[config.mk]
export PLATFORM = sky130hd
export DESIGN_NAME = weight_read_sequencer
export DESIGN_NICKNAME = d
export VERILOG_FILES = /design/src/rtl/weight_read_sequencer.sv
export SDC_FILE = /design/constraint.sdc
export NUM_CORES = 1
export LEC_CHECK = 0
export ABC_AREA = 1
export BUFFER_PORTS_ARGS = -buffer_cell sky130_fd_sc_hd__buf_2
export CAP_MARGIN = 15
export CORE_ASPECT_RATIO = 1.25
export CORE_MARGIN = 4
export CORE_UTILIZATION = 40
export CTS_CLUSTER_SIZE = 10
export DETAILED_ROUTE_END_ITERATION = 7
export PLACE_DENSITY = 0.82
export SETUP_SLACK_MARGIN = 0.5
export SLEW_MARGIN = 20
export SYNTH_ARGS = -nofsm -noshare
export SYNTH_HDL_FRONTEND = slang
export SYNTH_SLANG_ARGS = --single-unit
[constraint.sdc]
create_clock -name clk -period 1.7 [get_ports clk]
set_clock_uncertainty 0.05 [all_clocks]
set_input_delay 0.085 -clock clk [delete_from_list [all_inputs] [get_ports clk]]
set_output_delay 0.085 -clock clk [all_outputs]
set_load 0.01 [all_outputs]
[src/rtl/weight_read_sequencer.sv]
// Weight read sequencer: walks one neuron's weight memory once per pass,
// pairing each accepted input feature with the weight read at the matching
// address. A single output register stage absorbs the memory's 1-cycle read
// latency, so every pair appears exactly one cycle after its feature is
// accepted.
module weight_read_sequencer #(
  parameter int numWeight    = 784,
  parameter int addressWidth = 10,
  parameter int dataWidth    = 16
) (
  input  logic                    clk,
  input  logic                    rst,
  input  logic                    start,
  input  logic                    abort,
  input  logic [dataWidth-1:0]    in_data,
  input  logic                    in_valid,
  output logic                    in_ready,
  output logic                    mem_ren,
  output logic [addressWidth:0]   mem_raddr,
  input  logic [dataWidth-1:0]    mem_wout,
  output logic [dataWidth-1:0]    out_data,
  output logic [dataWidth-1:0]    out_weight,
  output logic                    out_valid,
  output logic                    out_last,
  input  logic                    out_ready,
  output logic                    busy,
  output logic                    done
);

  localparam int                   CntWidth = addressWidth + 1;
  localparam logic [CntWidth-1:0]  LastIdx  = CntWidth'(numWeight - 1);
  localparam logic [CntWidth-1:0]  CntOne   = CntWidth'(1);

  typedef enum logic [1:0] {
    IDLE  = 2'd0,
    RUN   = 2'd1,
    DRAIN = 2'd2,
    DONE  = 2'd3
  } state_t;

  state_t              state;
  state_t              state_next;
  logic [CntWidth-1:0] cnt;
  logic                accept;
  logic                take;
  logic                at_last;

  // A feature may enter only while the output slot is free or being emptied
  // this cycle; this single condition provides both back-pressure and the
  // 1 pair/cycle streaming rate.
  assign in_ready   = (state == RUN) && (!out_valid || out_ready);
  assign accept     = in_valid && in_ready;
  assign take       = out_valid && out_ready;
  assign at_last    = (cnt == LastIdx);

  // The memory read is issued in the accept cycle, so its data lands in the
  // same cycle the registered feature does; the weight is passed straight
  // through and stays stable during stalls because no new read is issued.
  assign mem_ren    = accept;
  assign mem_raddr  = cnt;
  assign out_weight = mem_wout;

  assign busy       = (state == RUN) || (state == DRAIN);
  assign done       = (state == DONE);

  // State register.
  always_ff @(posedge clk or negedge rst) begin
    // NOTE: clocked state uses non-blocking (<=) so every register samples
    // pre-edge values; blocking here would create order-dependent races.
    if (!rst) state <= IDLE;
    else      state <= state_next;
  end

  // Next-state logic; abort overrides every other transition.
  always_comb begin
    // NOTE: default assigned first so every path drives state_next and no
    // latch is inferred.
    state_next = state;
    unique case (state)
      IDLE:    if (start)                state_next = RUN;
      RUN:     if (accept && at_last)    state_next = DRAIN;
      DRAIN:   if (take && out_last)     state_next = DONE;
      DONE:                              state_next = IDLE;
      default:                           state_next = IDLE;
    endcase
    if (abort) state_next = IDLE;
  end

  // Address counter and output pair register.
  always_ff @(posedge clk or negedge rst) begin
    if (!rst) begin
      cnt       <= '0;
      out_data  <= '0;
      out_valid <= 1'b0;
      out_last  <= 1'b0;
    end else if (abort) begin
      cnt       <= '0;
      out_valid <= 1'b0;
      out_last  <= 1'b0;
    end else begin
      if (accept) begin
        // A new pair replaces the old one even if it is taken this cycle,
        // so out_valid stays high while streaming.
        out_data  <= in_data;
        out_valid <= 1'b1;
        out_last  <= at_last;
        // The counter stops at the last index; it never wraps within a pass.
        if (!at_last) cnt <= cnt + CntOne;
      end else if (take) begin
        out_valid <= 1'b0;
        out_last  <= 1'b0;
        // Clearing on the final hand-off leaves cnt at 0 for DONE and IDLE.
        if (out_last) cnt <= '0;
      end
      if ((state == IDLE) && start) cnt <= '0;
    end
  end

endmodule

==> flow_summary.toml <==
[layout]
layout_common_cells = "buf_2 (51), nand2_1 (35), dfrtp_1 (25), dlygate4sd3_1 (18), mux2_4 (16)"
finalNetCount = 309
final_area_mm2 = 0.00265
diodes = 0
n_fill_cell = 383
drive_gt1_frac = 0.511
final_common_cell = "buf_2"
syn2layout_area_growth_pct = 46.2

[grt]
grt_first_pass_wirelength_um = 7360
grt_use_total = 0.169
grt_use_met3 = 0.0474
antenna_found_initial = 0
grt_util_met1 = 0.192
grt_max_degree = 32
use_met2 = 0.290
grt.busiest_layer = "met2"
overflow = 0
grt_pass1_vias = 1635

[setup_path]
reg2reg_slack_ns = 0.16
r2r_end = "out_data[1]"
arrival_ns = 1.65
start_kind = "register"
critPathSlowestCell = "dfrtp_2"
critPathTopFamily = "flip-flops"
ff2ff_path_depth = 6
crit_path_start = "state[0]"
crit_required_ns = 1.81
critPathMaxStageDelay_ns = 0.44
worst_setup_path_end_kind = "register"
path_cells = "ha_4, nand3_4, buf_12, clkinv_8, nand2_8, mux2_4"
critPathCapture = "out_data[1]"
path_max_fanout = 8
timing.critical_path.depth = 6
r2r-start = "state[0]"
crit_buf_inv = 2
worstSetupPathType = "reg2reg"

[timing]
period_share = 0.905
report.final.slew_viol_count = 0
final-hold-violation-count = 0
max_freq_ghz = 0.650
relSlewSlack = 0.526
setup_viol = 0
setup_tns_ns = 0
rsz0062_at_grt = "yes"
fin_crit_ns = 1.54
holdWs_ns = 0.0863
worst_pin_slew_ns = 0.712

[die]
die_height_um = 83.3
dieWidth_um = 68.3
start_util = 0.413
die_area_mm2 = 0.00569
num_rows = 27
core-area_mm2 = 0.00439
ios = 87

[clocking]
clkSinkCount = 31
numCtsBuffers = 5
clock_latency_ns = 0.28
clk_pin_slew_worst_paths_ns = 0.06
htreeDepth = 2
cts_buffer_depth = 2
cts_tree = "done"
cts_root_buffer = "clkbuf_8"

[outcome]
status = "finished clean"

[placement]
port_buffers = 54
dp_hpwl_um = 2900
dpl-instance-area_mm2 = 0.00208
gp_congestion = 0.808

[detailed_routing]
drt_first_pass_iters = 4
viasPerCell = 4.81
ant_nets = 0
drtIter0Drc = 86
vias = 1559
drc = 0
wire_per_inst_um = 14.3
wirelength_um = 4620

[worst_hold_path]
hold_class = "in2reg"

[synthesis]
synth_fp_nets = 232
synth_area_mm2 = 0.00182
synth.area.mux_share = 0.120
avgSynthCellArea_um2 = 9.66
synth-adder-area-share = 0.0414
synth_cell_types = 29
synth_compound_area_frac = 0.0110
synth_cells = 188
synth_xor_area_frac = 0.00965
yosysSeqAreaShare = 0.427
ys_seq_elements = 31
yosys.area_share.simple = 0.261
ys_warn_count = 0
synth_top_family_by_area = "simple AND/OR/NAND/NOR gates"

[pwr]
powerDensity_mw_per_mm2 = 1280
vdd_drop_max_v = 0.000844
fin_total_pwr_mw = 3.38
p_leak_nw = 1.34

[run]
maxCapViolations = 0
-- sequential cells by signal, summed over array words and instances (netlist names) --
name	flops
out_data	16
out_valid	1
out_last	1
mem_raddr	11
state	2
-- power breakdown --
| group | leakage [nW] | internal (mW) | switching (mW) |
|---|---|---|---|
| clock network | 0.0612 | 0.474 | 0.281 |
| registers | 0.390 | 0.963 | 0.134 |
| logic | 0.892 | 0.820 | 0.712 |
| total | 1.34 | 2.26 | 1.13 |
-- tightest hold or removal path: stages --
cell and delay, ns:
buf_2 0.11, nand2_1 0.05, nand4_1 0.08, nand2_1 0.05
-- cells in the mapped netlist (all sizes together) --
cell	instances	share of area
and2	1	0.0041
nand3	22	0.073
ha	6	0.041
inv	11	0.026
buf	18	0.083
o21ai	2	0.0055
xor2	1	0.0048
a21oi	2	0.0055
clkinv	1	0.0048
nand3b	1	0.0041
nor3b	1	0.0041
xnor2	1	0.0048
mux2	16	0.12
dfrtp	31	0.43
or2	2	0.0069
bufinv	1	0.017
nor3	3	0.0083
nand2	46	0.11
nand4	5	0.017
nor2	17	0.037
-- layer usage --
layer | share of wire | vias up
met5 | 0 | -
met4 | 0.013 | 0
met3 | 0.055 | 6
met2 | 0.54 | 43
met1 | 0.39 | 758
li1 | - | 752
-- per-stage QoR --
step                worst slack [ns]  cells   util
floorplan                      0.203    188      -
global placement               0.194    285  0.473
detailed placement             0.125    285  0.473
CTS                            0.222    322  0.581
global route                  0.0978    324  0.604
finish                         0.162    324  0.604
-- timing repair --
item / CTS / global route
gates resized for setup: 23 / 20
buffers inserted: 8 / 2
gates cloned: 3 / 0
endpoints found under the setup margin: 34 / 35
hold endpoints to repair: 48 / 0
pin swaps: 6 / 11
hold buffers: 18 / 0
-- how the worst min path moves through the flow --
| stage | from | endpoint | slack, ns | cells past startpoint |
|---|---|---|---|---|
| final | out_ready | out_last | 0.09 | 4 |
| after global routing | out_ready | out_last | 0.11 | 4 |
| after CTS | out_ready | out_last | 0.06 | 4 |
| after detailed placement | mem_wout[10] | out_weight[10] | 0.12 | 0 |
| after global placement | mem_wout[10] | out_weight[10] | 0.12 | 0 |
| after floorplan | rst | mem_raddr[0] | -0.26 | 0 |
-- area by class of cell --
cell class / count / area [um^2] / area share
sequential: 31 / 783 / 0.295
timing repair inverter: 1 / 6.26 / 0.00236
timing repair buffer: 85 / 579 / 0.218
tap: 58 / 72.6 / 0.0273
multi-input combinational: 128 / 1000 / 0.377
clock inverter: 2 / 35.0 / 0.0132
clock buffer: 6 / 82.6 / 0.0311
inverter: 13 / 95.1 / 0.0358
-- cells by family after synthesis --
logic type | Yosys count
AND/OR/NAND/NOR | 98
AO/OA/AOI/OAI | 4
buffers and inverters | 31
adder cells (fa/ha/maj) | 6
multiplexers | 16
XOR/XNOR | 2
flip-flops | 31
(Power assumes the default switching activity.)
